[src/rtl/sec_timer.sv]
// Seconds timer: a CLK_DIV-cycle prescaler drives a SEC_W-bit seconds count
// with optional expiry at a programmable limit (one-shot or auto-reload).
module sec_timer #(
    parameter int unsigned CLK_DIV = 50000000,
    parameter int unsigned PULSE_W = 27,
    parameter int unsigned SEC_W   = 4
) (
    input  logic             clk,
    input  logic             reseta,
    input  logic             clear,
    input  logic             start,
    input  logic             stop,
    input  logic             mode,
    input  logic [SEC_W-1:0] limit,
    output logic [SEC_W-1:0] timeout,
    output logic             tick,
    output logic             expired,
    output logic             running,
    output logic             DoneResetClock
);

    localparam logic [PULSE_W-1:0] PULSE_MAX = PULSE_W'(CLK_DIV - 1);

    typedef enum logic {
        ST_IDLE = 1'b0,
        ST_RUN  = 1'b1
    } state_t;

    state_t             state_q;
    state_t             state_d;
    logic [PULSE_W-1:0] pulse_q;
    logic [PULSE_W-1:0] pulse_d;
    logic [SEC_W-1:0]   timeout_d;
    logic               tick_d;
    logic               expired_d;
    logic               done_d;
    logic [SEC_W-1:0]   secs_inc_c;
    logic               wrap_c;
    logic               hit_c;

    // Wrap is suppressed by clear or stop in the same cycle; expiry uses live limit.
    assign secs_inc_c = SEC_W'(timeout + SEC_W'(1));
    assign wrap_c     = (state_q == ST_RUN) && !clear && !stop && (pulse_q == PULSE_MAX);
    assign hit_c      = (limit != '0) && (secs_inc_c == limit);

    // State register: running/idle.
    always_ff @(posedge clk or negedge reseta) begin
        if (!reseta) begin
            state_q <= ST_IDLE;
        end else begin
            state_q <= state_d;
        end
    end

    // Next-state: clear > stop > one-shot expiry > start.
    always_comb begin
        state_d = state_q;
        if (clear || stop) begin
            state_d = ST_IDLE;
        end else if (wrap_c && hit_c && !mode) begin
            state_d = ST_IDLE;
        end else if ((state_q == ST_IDLE) && start) begin
            state_d = ST_RUN;
        end
    end

    // Output next values: prescaler, seconds count and one-cycle pulses.
    always_comb begin
        pulse_d   = pulse_q;
        timeout_d = timeout;
        tick_d    = 1'b0;
        expired_d = 1'b0;
        done_d    = 1'b0;
        if (clear) begin
            pulse_d   = '0;
            timeout_d = '0;
            done_d    = 1'b1;
        end else if (!stop && (state_q == ST_RUN)) begin
            if (wrap_c) begin
                pulse_d = '0;
                tick_d  = 1'b1;
                if (hit_c) begin
                    expired_d = 1'b1;
                    timeout_d = mode ? '0 : limit;
                end else begin
                    timeout_d = secs_inc_c;
                end
            end else begin
                pulse_d = PULSE_W'(pulse_q + PULSE_W'(1));
            end
        end
    end

    // Output registers.
    always_ff @(posedge clk or negedge reseta) begin
        if (!reseta) begin
            pulse_q        <= '0;
            timeout        <= '0;
            tick           <= 1'b0;
            expired        <= 1'b0;
            DoneResetClock <= 1'b0;
        end else begin
            pulse_q        <= pulse_d;
            timeout        <= timeout_d;
            tick           <= tick_d;
            expired        <= expired_d;
            DoneResetClock <= done_d;
        end
    end

    assign running = (state_q == ST_RUN);

endmodule
[config.mk]
export PLATFORM = sky130hd
export DESIGN_NAME = sec_timer
export DESIGN_NICKNAME = d
export VERILOG_FILES = /design/src/rtl/sec_timer.sv
export SDC_FILE = /design/constraint.sdc
export NUM_CORES = 1
export LEC_CHECK = 0
export BUFFER_PORTS_ARGS = -buffer_cell sky130_fd_sc_hd__buf_2
export CORE_MARGIN = 2
export CORE_UTILIZATION = 59
export CTS_CLUSTER_SIZE = 28
export DETAILED_ROUTE_END_ITERATION = 10
export PLACE_DENSITY = 0.79
export RECOVER_POWER = 100
export SYNTH_ARGS = -nofsm -noshare
export SYNTH_HDL_FRONTEND = slang
export SYNTH_SLANG_ARGS = --single-unit
[constraint.sdc]
create_clock -name clk -period 2.64 [get_ports clk]
set_clock_uncertainty 0.1 [all_clocks]
set_input_delay 0.132 -clock clk [delete_from_list [all_inputs] [get_ports clk]]
set_output_delay 0.132 -clock clk [all_outputs]
set_load 0.02 [all_outputs]
Word-level counts from Yosys, hierarchy flattened --
Cells that the tools add are included. W data, S select, Z words.
Word-level totals: ROM bits 0, output and inout port bits 8, bits of input ports 10, bits in registers 35, memories 0, logic and storage cells 47, latch bits 0, RAM bits 0
Cells by class: divide/modulo/power cells 0, eq/ne operators 2, shift-type cells 0, reductions and logical operators 17, multiplexer cells 19, magnitude comparators 0, multipliers 0, $add $sub $neg 2, bitwise operators 1
Operators with widths (number):
- $mux W27 | 3
- $add A27 B1 Y27 const B | 1
- $eq A27 B26 Y1 const B | 1
- $mux W4 | 5
- $mux W1 | 11
- $logic_and A1 B1 Y1 | 8
- $add A4 B1 Y4 const B | 1
- $eq A4 B4 Y1 | 1
- $reduce_bool A2 Y1 | 2
- $reduce_bool A4 Y1 | 1
- $logic_not A1 Y1 | 3
- $reduce_bool A3 Y1 | 1
- $reduce_and A2 Y1 | 1
- $logic_or A1 B1 Y1 | 1
- $not A1 Y1 | 1

Logic depth before layout (Yosys ltp) --
Gate-level depths: netlist (run 1).
depth in word-level cells 8, gate-level depth with buffers 7, mapped depth without buffers 6

Worst setup path before layout (run 1) --
Ideal clock, no wire load.
kind reg2reg, from register timeout[0], to register timeout[3], cell stages (with the launch flop) 6, data required time 2.473 ns, slack 0.505 ns, data arrival time 1.968 ns, clock period less this slack 2.135 ns, buffers on the path 0, cell sequence dfrtp_1 -> ha_1 -> xor2_1 -> or3_1 -> nor4_1 -> a221o_1
Between the ends: cells in the longest elaborated chain, start to end 7
Ends and longest elaborated chain:
- start: declaration | RTL line 15 | output logic [SEC_W-1:0] timeout,
- start signal: assignment | RTL line 104 | timeout <= timeout_d;
- $add A4 B1 Y4 * | RTL line 42 | assign secs_inc_c = SEC_W'(timeout + SEC_W'(1));
- $eq A4 B4 Y1 | RTL line 44 | assign hit_c = (limit != '0) && (secs_inc_c == limit);
- $logic_and A1 B1 Y1 | RTL line 44
- $mux W4 * | RTL line 82 | if (hit_c) begin
- $mux W4 * | RTL line 79 | if (wrap_c) begin
- $mux W4 * | RTL line 78 | end else if (!stop && (state_q == ST_RUN)) begin
- $mux W4 * | RTL line 74 | if (clear) begin
Mark *: on every way between the ends. The rest lies on a longest branch, timed or not. The select of a mux whose other input is x is not followed. A chain may end at the register's enable or synchronous reset.

Worst setup path in the final report (run 1) --
from input clear, to register timeout[0]
Between the ends: cells in the longest elaborated chain, start to end 6
Ends and longest elaborated chain:
- start: declaration | RTL line 10 | input logic clear,
- $logic_not A1 Y1 | RTL line 43 | assign wrap_c = (state_q == ST_RUN) && !clear && !stop && (pulse_q == PULSE_MAX);
- $logic_and A1 B1 Y1 (3 in series) | RTL line 43
- $reduce_bool A2 Y1 (no line)
- $reduce_and A2 Y1 (no line)
Parallel ways exist; a longest one is shown, timed or not.

==> metrics.md, run 1 <==
| Metric | Value |
|---|---|
| Ys flop type | `dfrtp_1` |
| Setup crit end kind | `flip-flop` |
| Leakage power | `roughly 0.9 nW` |
| DR pass1 iterations | `4` |
| DRT Wirelength | `about 4200 um` |
| Via density | `5.937` |
| Post_cts resized | `0` |
| PortBufs | `17` |
| Hold WC Path Type | `in -> reg` |
| Die width | `62.31 um` |
| Global route overflow | `0` |
| Die ar. | `3882 um2` |
| Post-CTS Setup Bufs | `0` |
| Die height | `62.31 um` |
| Post-route cell area | `~2200 um2` |
| Sequential share of the synthesized area | `43.67%` |
| Slew Viols, Final | `36` |
| Syn_nets | `227` |
| Hold Slack | `-1.188 ps` |
| Antenna violations before repair | `0` |
| Netlist cell types | `46` |
| Post-route clock period utilization | `88.46%` |
| Largest family of logic cells by synthesized area | `simple AND/OR/NAND/NOR gates` |
| Status | `complete, but fails checks` |
| Via count | `1704` |
| Final setup violation count | `0` |
| Post-synth EDFFs | `0` |
| Pwr dens | `just over 400 nW/um2` |
| Compound-Gate Fraction of Synth Area | `5.989%` |
| Fill count | `about 270` |
| Syn Std Cell Area | `2006 um2` |
| Number of global-route vias before repair | `1609` |
| Most frequent cells after synthesis | `dfrtp_1, nor2_1, xnor2_1, nand3_1, nand4_1` |
| Max cap viols | `1` |
| CTS Sinks | `35` |
| Synth area leaders | `dfrtp_1, xnor2_1, nor2_1` |
| Max Freq | `428.2 MHz` |
| Post-synth top area cell | `dfrtp_1` |
| Crit start category | `input pin` |
| Final GP Congestion | `1.026` |
| Num ports | `18` |
| Post-synth top area share | `43.67%` |
| Largest net degree at the start of global routing | `36` |
| Peak supply drop | `around 0.22 mV` |
| Starting density of the core | `60.58%` |
| Flops & latches, synth | `35` |
| Max stage delay cell, worst path | `dlygate4sd3_1` |
| Final ANT Viol Nets | `0` |
| Residual DRC | `0` |
| Simple-gate portion of the synthesized area | `approximately a third` |
| Multiplexer area fraction after synthesis | `0.4991%` |
| Diode count | `0` |
| Cells after DPL | `between 200 and 300` |
| Clk slew on worst S/H paths | `around 90 ps` |
| Placed cell areas | `2128 um2` |
| Overall Power | `0.9310 mW` |
| Final Critical Period | `roughly 2300 ps` |
| Async set-or-reset flop fraction in the synthesized netlist | `100.0%` |
| Worst-case clock buffer depth | `2` |
| Worst Tran Pin Value | `1806 ps` |
| CP Cell Sequence | `dlygate4sd3_1, buf_2, nand4bb_1, or4_1, o21ai_0, clkbuf_1, nor2_1, a211o_1` |
| Required time worst endpoint | `2790 ps` |
| Clk Latency, worst-skew pair | `approximately 360 ps` |
| Arr. time, crit path | `~2500 ps` |
| Syn Area/Cell | `9.329 um2` |
| Per-cell routed wire length | `14.68 um` |
| CP Class | `in -> reg` |
| Final Hold Fails | `1` |
| Row count | `21` |
| Post-DP HPWL | `2973 um` |
| GR Util All Layers | `24.86%` |
| Worst path max stage delay | `around 530 ps` |
| Non-filler cells, final | `between 200 and 300` |
| TritonCTS Buffers | `5` |
| Sum Neg Setup Slack | `0 ps` |
| Ys Warns | `0` |
| First-pass GRT wire length | `7548 um` |
| Critical path peak fanout | `11` |
| Drt first-iter violations | `150` |
| Area Growth Syn to Fin | `11.98%` |
| Final nets | `252` |
| Failing checks | `hold timing, capacitance limit, slew limit` |
| CTS root buf | `clkbuf_4` |
| Cells after synthesis | `215` |
| Core area | `3311 um2` |
| H-tree depth | `2` |
| Synth Area in Adders | `1.248%` |
| Layout cells sized above 1 | `under 10%` |
| CTS tree | `built` |
| Synth Area in XOR/XNOR | `12.23%` |
| RSZ-0062 raised after global routing | `false` |
| CTS Hold Buffers Added | `7` |
| Slew HR | `-20.37%` |
-- layout make-up --
type	instances	area (um2)	share of cell area, %
multi-input combinational	163	1050	46.74
sequential	35	875.8	39.00
timing repair buffer	28	167.7	7.465
inverter	7	26.28	1.170
tap	46	57.56	2.563
clock buffer	8	68.82	3.064
-- per-layer routing --
| layer | GRT usage [%] | wire length (um) |
|---|---|---|
| met1 | 34.53 | 2010 |
| met2 | 37.50 | 1882 |
| met3 | 4.348 | 219 |
| met4 | 13.06 | 101 |
| met5 | 0 | 0 |
-- kinds of logic (layout without fill, tap and decap cells) --
kind of cell | count (synthesis) | count (layout)
AOI/OAI and AO/OA | 15 | 15
buffers and inverters | 17 | 43
adders and majority gates | 2 | 2
xor gates and xnor gates | 28 | 28
muxes | 1 | 1
DFF | 35 | 35
and+or+nand+nor | 117 | 117
-- critical path, delay by kind of cell --
family	cells	cell delay, ps
compound gates	2	480
buf+inv	3	1040
simple gates	3	810
-- report_power, final --
group	internal, mW	switching (mW)
logic	0.0206	0.0370
clock network	0.156	0.177
registers	0.538	0.00205
total	0.715	0.216
-- cell usage in the layout (no fill, tap or decap), types with 2 or more instances in the layout --
| master | instances |
|---|---|
| buf_4 | 2 |
| and3_1 | 3 |
| xnor2_1 | 18 |
| nand3_1 | 14 |
| or2_2 | 2 |
| nand4_1 | 12 |
| dfrtp_1 | 35 |
| clkbuf_1 | 11 |
| clkbuf_8 | 2 |
| or4_1 | 2 |
| nor3_1 | 7 |
| ha_1 | 2 |
| a21oi_1 | 3 |
| or3_1 | 2 |
| nor2_1 | 35 |
| nand2b_1 | 2 |
| nor2b_1 | 2 |
| nand2_1 | 10 |
| dlygate4sd3_1 | 7 |
| o211ai_1 | 2 |
| buf_2 | 8 |
| nand4b_1 | 2 |
| xor2_1 | 10 |
| inv_1 | 7 |
| and4_1 | 3 |
| clkbuf_4 | 5 |
| nor4_1 | 11 |
-- final timing paths --
kind                               end  depth (start not counted)  slack [ps]   startpoint
max                         timeout[0]                          8         300        clear
min reg2reg                 pulse_q[1]                          2         450   pulse_q[1]
min                         timeout[1]                          3          -1     limit[1]
max in group asynchronous   timeout[0]                          2         700       reseta
max reg2reg                 timeout[0]                          6         320  pulse_q[14]
min in group asynchronous  pulse_q[15]                          2         690       reseta
-- state kept, by name, summed over array words and instances, names as in the netlist --
| signal | cells |
|---|---|
| DoneResetClock | 1 |
| expired | 1 |
| pulse_q | 27 |
| running | 1 |
| tick | 1 |
| timeout | 4 |
-- through the flow --
| stage | util (%) | setup slack, ps |
|---|---|---|
| after CTS | 68.48 | 365.0 |
| after detailed placement | 64.29 | 412.0 |
| after global routing | 67.84 | 107.9 |
| after global placement | 64.29 | 429.8 |
| final | 67.84 | 304.6 |
| after floorplan | - | 505.2 |
No activity file was read; power rests on OpenSTA's default activity.
==> inputs of run 2 (changes only) <==
--- a/config.mk
+++ b/config.mk
@@ -5,6 +5,7 @@
 export SDC_FILE = /design/constraint.sdc
 export NUM_CORES = 1
 export LEC_CHECK = 0
+export ABC_AREA = 1
 export BUFFER_PORTS_ARGS = -buffer_cell sky130_fd_sc_hd__buf_2
 export CORE_MARGIN = 2
 export CORE_UTILIZATION = 59
==> metrics.md, run 2 <==
| Metric | Value |
|---|---|
| Compound-Gate Fraction of Synth Area | `4.507% (-1.5 points)` |
| Crit start category | `flip-flop` |
| Status | `finished, final reports clean` |
| DR pass1 iterations | `4 (unchanged)` |
| Hold WC Path Type | `in -> reg` |
| Synth Area in XOR/XNOR | `2.396% (-9.8 points)` |
| Max stage delay cell, worst path | `dfrtp_1` |
| Cells after synthesis | `318 (+48%)` |
| Largest registers | `pulse_q: 27 flops, timeout: 4 flops` |
| Sum Neg Setup Slack | `0 ps (unchanged)` |
| Max Freq | `465.6 MHz (+8.7%)` |
| Slew HR | `49.47% (+70 points)` |
| Multiplexer area fraction after synthesis | `0% (-0.50 points)` |
| Layout cells sized above 1 | `7.310% (-2.2 points)` |
| Setup crit end kind | `flip-flop` |
| DRT Wirelength | `5067 um (+20%)` |
| Clk Latency, worst-skew pair | `290 ps (-70 ps)` |
| Synth Area in Adders | `1.141% (-0.11 points)` |
| First-pass GRT wire length | `9018 um (+19%)` |
| Num ports | `18 (unchanged)` |
| Simple-gate portion of the synthesized area | `44.67% (+12 points)` |
| Max cap viols | `0 (-1)` |
| Post_cts resized | `0 (unchanged)` |
| Met2 routed WL | `2488 um (+32%)` |
| Arr. time, crit path | `2240 ps (-240 ps)` |
| Final GP Congestion | `0.8971 (-13%)` |
| Largest family of logic cells by synthesized area | `simple AND/OR/NAND/NOR gates` |
| Flops & latches, synth | `35 (unchanged)` |
| H-tree depth | `2 (unchanged)` |
| CP Class | `reg -> reg` |
| Most common cell type on the critical path | `nand2_1` |
| Die ar. | `4221 um2 (+8.7%)` |
| Peak supply drop | `0.3732 mV (+71%)` |
| Comb pwr share | `5.3% (-0.9 points)` |
| Row count | `22 (+4.8%)` |
| Ys flop type | `dfrtp_1` |
| Netlist cell types | `29 (-37%)` |
| CTS root buf | `clkbuf_8` |
| Worst Tran Pin Value | `757.9 ps (-1048 ps)` |
| Final ANT Viol Nets | `0 (unchanged)` |
| Number of global-route vias before repair | `2069 (+29%)` |
| Worst path max stage delay | `470 ps (-60 ps)` |
| TritonCTS Buffers | `5 (unchanged)` |
| Seq pwr share | `48.7% (-9.3 points)` |
| CTS Sinks | `35 (unchanged)` |
| Diode count | `0 (unchanged)` |
| Syn Std Cell Area | `2193 um2 (+9.4%)` |
| GR Util All Layers | `27.58% (+2.7 points)` |
| Ys Warns | `0 (unchanged)` |
| Die width | `64.97 um (+4.3%)` |
| Cells after DPL | `380 (+40%)` |
| Switching power | `0.2483 mW (+15%)` |
| Area Growth Syn to Fin | `9.755%` |
| Most common cell in the synthesized netlist | `nand2_1` |
| Pwr dens | `460.1 nW/um2 (+11%)` |
| Synth area leaders | `dfrtp_1, nand2_1, nor2_1` |
| CTS tree | `built` |
| Commonest non-fill, non-tap cell in the layout | `nand2_1` |
| Post-synth top area cell | `dfrtp_1` |
| Sequential share of the synthesized area | `39.93% (-3.7 points)` |
| Non-filler cells, final | `390 (+36%)` |
| Final Critical Period | `2148 ps (-187.6 ps)` |
| CP Cell Sequence | `ha_1, xnor2_1, nand2_1, nor2_1, nand3_1, nor2_1, nand2_1, nand2_1, inv_1` |
| Final nets | `353 (+40%)` |
| Clock share of power | `46.0% (+10 points)` |
| Slew Viols, Final | `0 (-100%)` |
| Residual DRC | `0 (unchanged)` |
| WL met1 | `2187 um (+8.8%)` |
| Core area | `3606 um2 (+8.9%)` |
| Most frequent cells in the layout | `nand2_1, nor2_1, inv_1` |
| Placement Setup Slack | `671.4 ps (+259.4 ps)` |
| Async set-or-reset flop fraction in the synthesized netlist | `100.0% (unchanged)` |
| PortBufs | `17 (unchanged)` |
| Overall Power | `1.108 mW (+19%)` |
| Post-synth EDFFs | `0 (unchanged)` |
| Clk slew on worst S/H paths | `70 ps (-20 ps)` |
| Largest Register | `pulse_q` |
| Final worst slack | `492.2 ps (+187.6 ps)` |
| Leakage power | `1.111 nW (+22%)` |
| Most frequent cells after synthesis | `nand2_1, nor2_1, inv_1, dfrtp_1, nand3_1` |
| Via count | `2114 (+24%)` |
| Post-route clock period utilization | `81.36% (-7.1 points)` |
| Global route overflow | `0 (unchanged)` |
| Required time worst endpoint | `2730 ps (-60 ps)` |
| Die height | `64.97 um (+4.3%)` |
| Syn_nets | `330 (+45%)` |
| Pint | `0.8593 mW (+20%)` |
| Syn Area/Cell | `6.897 um2 (-26%)` |
| Highest routed layer | `met4` |
| Largest register FFs | `27 (unchanged)` |
| Per-cell routed wire length | `12.99 um (-12%)` |
| Antenna violations before repair | `0 (unchanged)` |
| Post-synth top area share | `39.93% (-3.7 points)` |
| WL met3 | `295 um (+35%)` |
| RSZ-0062 raised after global routing | `false` |
| Starting density of the core | `60.83% (+0.24 points)` |
| Final setup violation count | `0 (unchanged)` |
| Sw Ratio | `22.42% (-0.80 points)` |
| Worst-case clock buffer depth | `2 (unchanged)` |
| Via density | `5.421 (-8.7%)` |
| Drt first-iter violations | `136 (-9.3%)` |
| Largest net degree at the start of global routing | `36 (unchanged)` |
| Post-DP HPWL | `3696 um (+24%)` |
| Critical path peak fanout | `8 (-3)` |
| Final Hold Fails | `0 (-1)` |
## run 2: layer usage
layer,global-route usage [%],vias up
met3,4.167,11
met4,11.17,0
met1,35.73,980
met5,0,-
li1,-,1057
met2,46.13,66
## run 2: path summary, 6_finish.rpt
path / start / to / slack [ps] / cells after the start
max: timeout[0] / running / 490 / 9
min: start / running / 60 / 4
max reg2reg: timeout[0] / running / 490 / 9
min reg2reg: timeout[3] / timeout[3] / 440 / 2
max in group asynchronous: reseta / pulse_q[6] / 1610 / 2
min in group asynchronous: reseta / pulse_q[10] / 330 / 2
## run 2: power by group through the flow
stage | Combinational, mW | Clock, mW | Sequential (mW)
after detailed placement | 0.0597 | 0 | 0.550
after global routing | 0.0677 | 0.533 | 0.540
after global placement | 0.0584 | 0 | 0.550
after CTS | 0.0620 | 0.517 | 0.540
final | 0.0586 | 0.509 | 0.540
after floorplan | 0.0319 | 0 | 0.552
## run 2: repair_timing
| action | 4_1_cts | 5_1_grt |
|---|---|---|
| setup endpoints to repair | 0 | 0 |
| buffers inserted | 0 | 0 |
| hold endpoints to repair | 36 | 0 |
| hold buffers | 2 | 0 |
## run 2: cells by family after synthesis
| logic type | after synthesis |
|---|---|
| and+or+nand+nor | 218 |
| AOI/OAI and AO/OA | 18 |
| xor gates and xnor gates | 6 |
| buffers and inverters | 39 |
| adders and majority gates | 2 |
| DFF | 35 |
## run 2: cell type report
type                            instances  area (um2)
Fill cell                             337        1199
Multi-Input combinational cell        244        1125
Sequential cell                        35       875.8
Inverter                               36       135.1
Timing Repair Buffer                   19       93.84
Clock buffer                            6       82.58
Tap cell                               48       60.06
Clock inverter                          2       35.03
## run 2: worst max-delay path: cells and delay by family, from the launching register on
kind                     cells  cell delay [ps]
adder cells (fa/ha/maj)      1              370
flip-flops                   1              470
XOR/XNOR                     1              150
AND/OR/NAND/NOR              6              930
buffers and inverters        1               30
## run 2: metrics by stage
step / util (%) / hold WS, ps / cell area (um2)
after floorplan: - / -263.6 / 2193
after global placement: 64.12 / 146.7 / 2312
after detailed placement: 64.12 / 157.5 / 2312
after CTS: 67.94 / 24.46 / 2450
after global routing: 66.76 / 75.97 / 2407
final: 66.76 / 55.83 / 2407
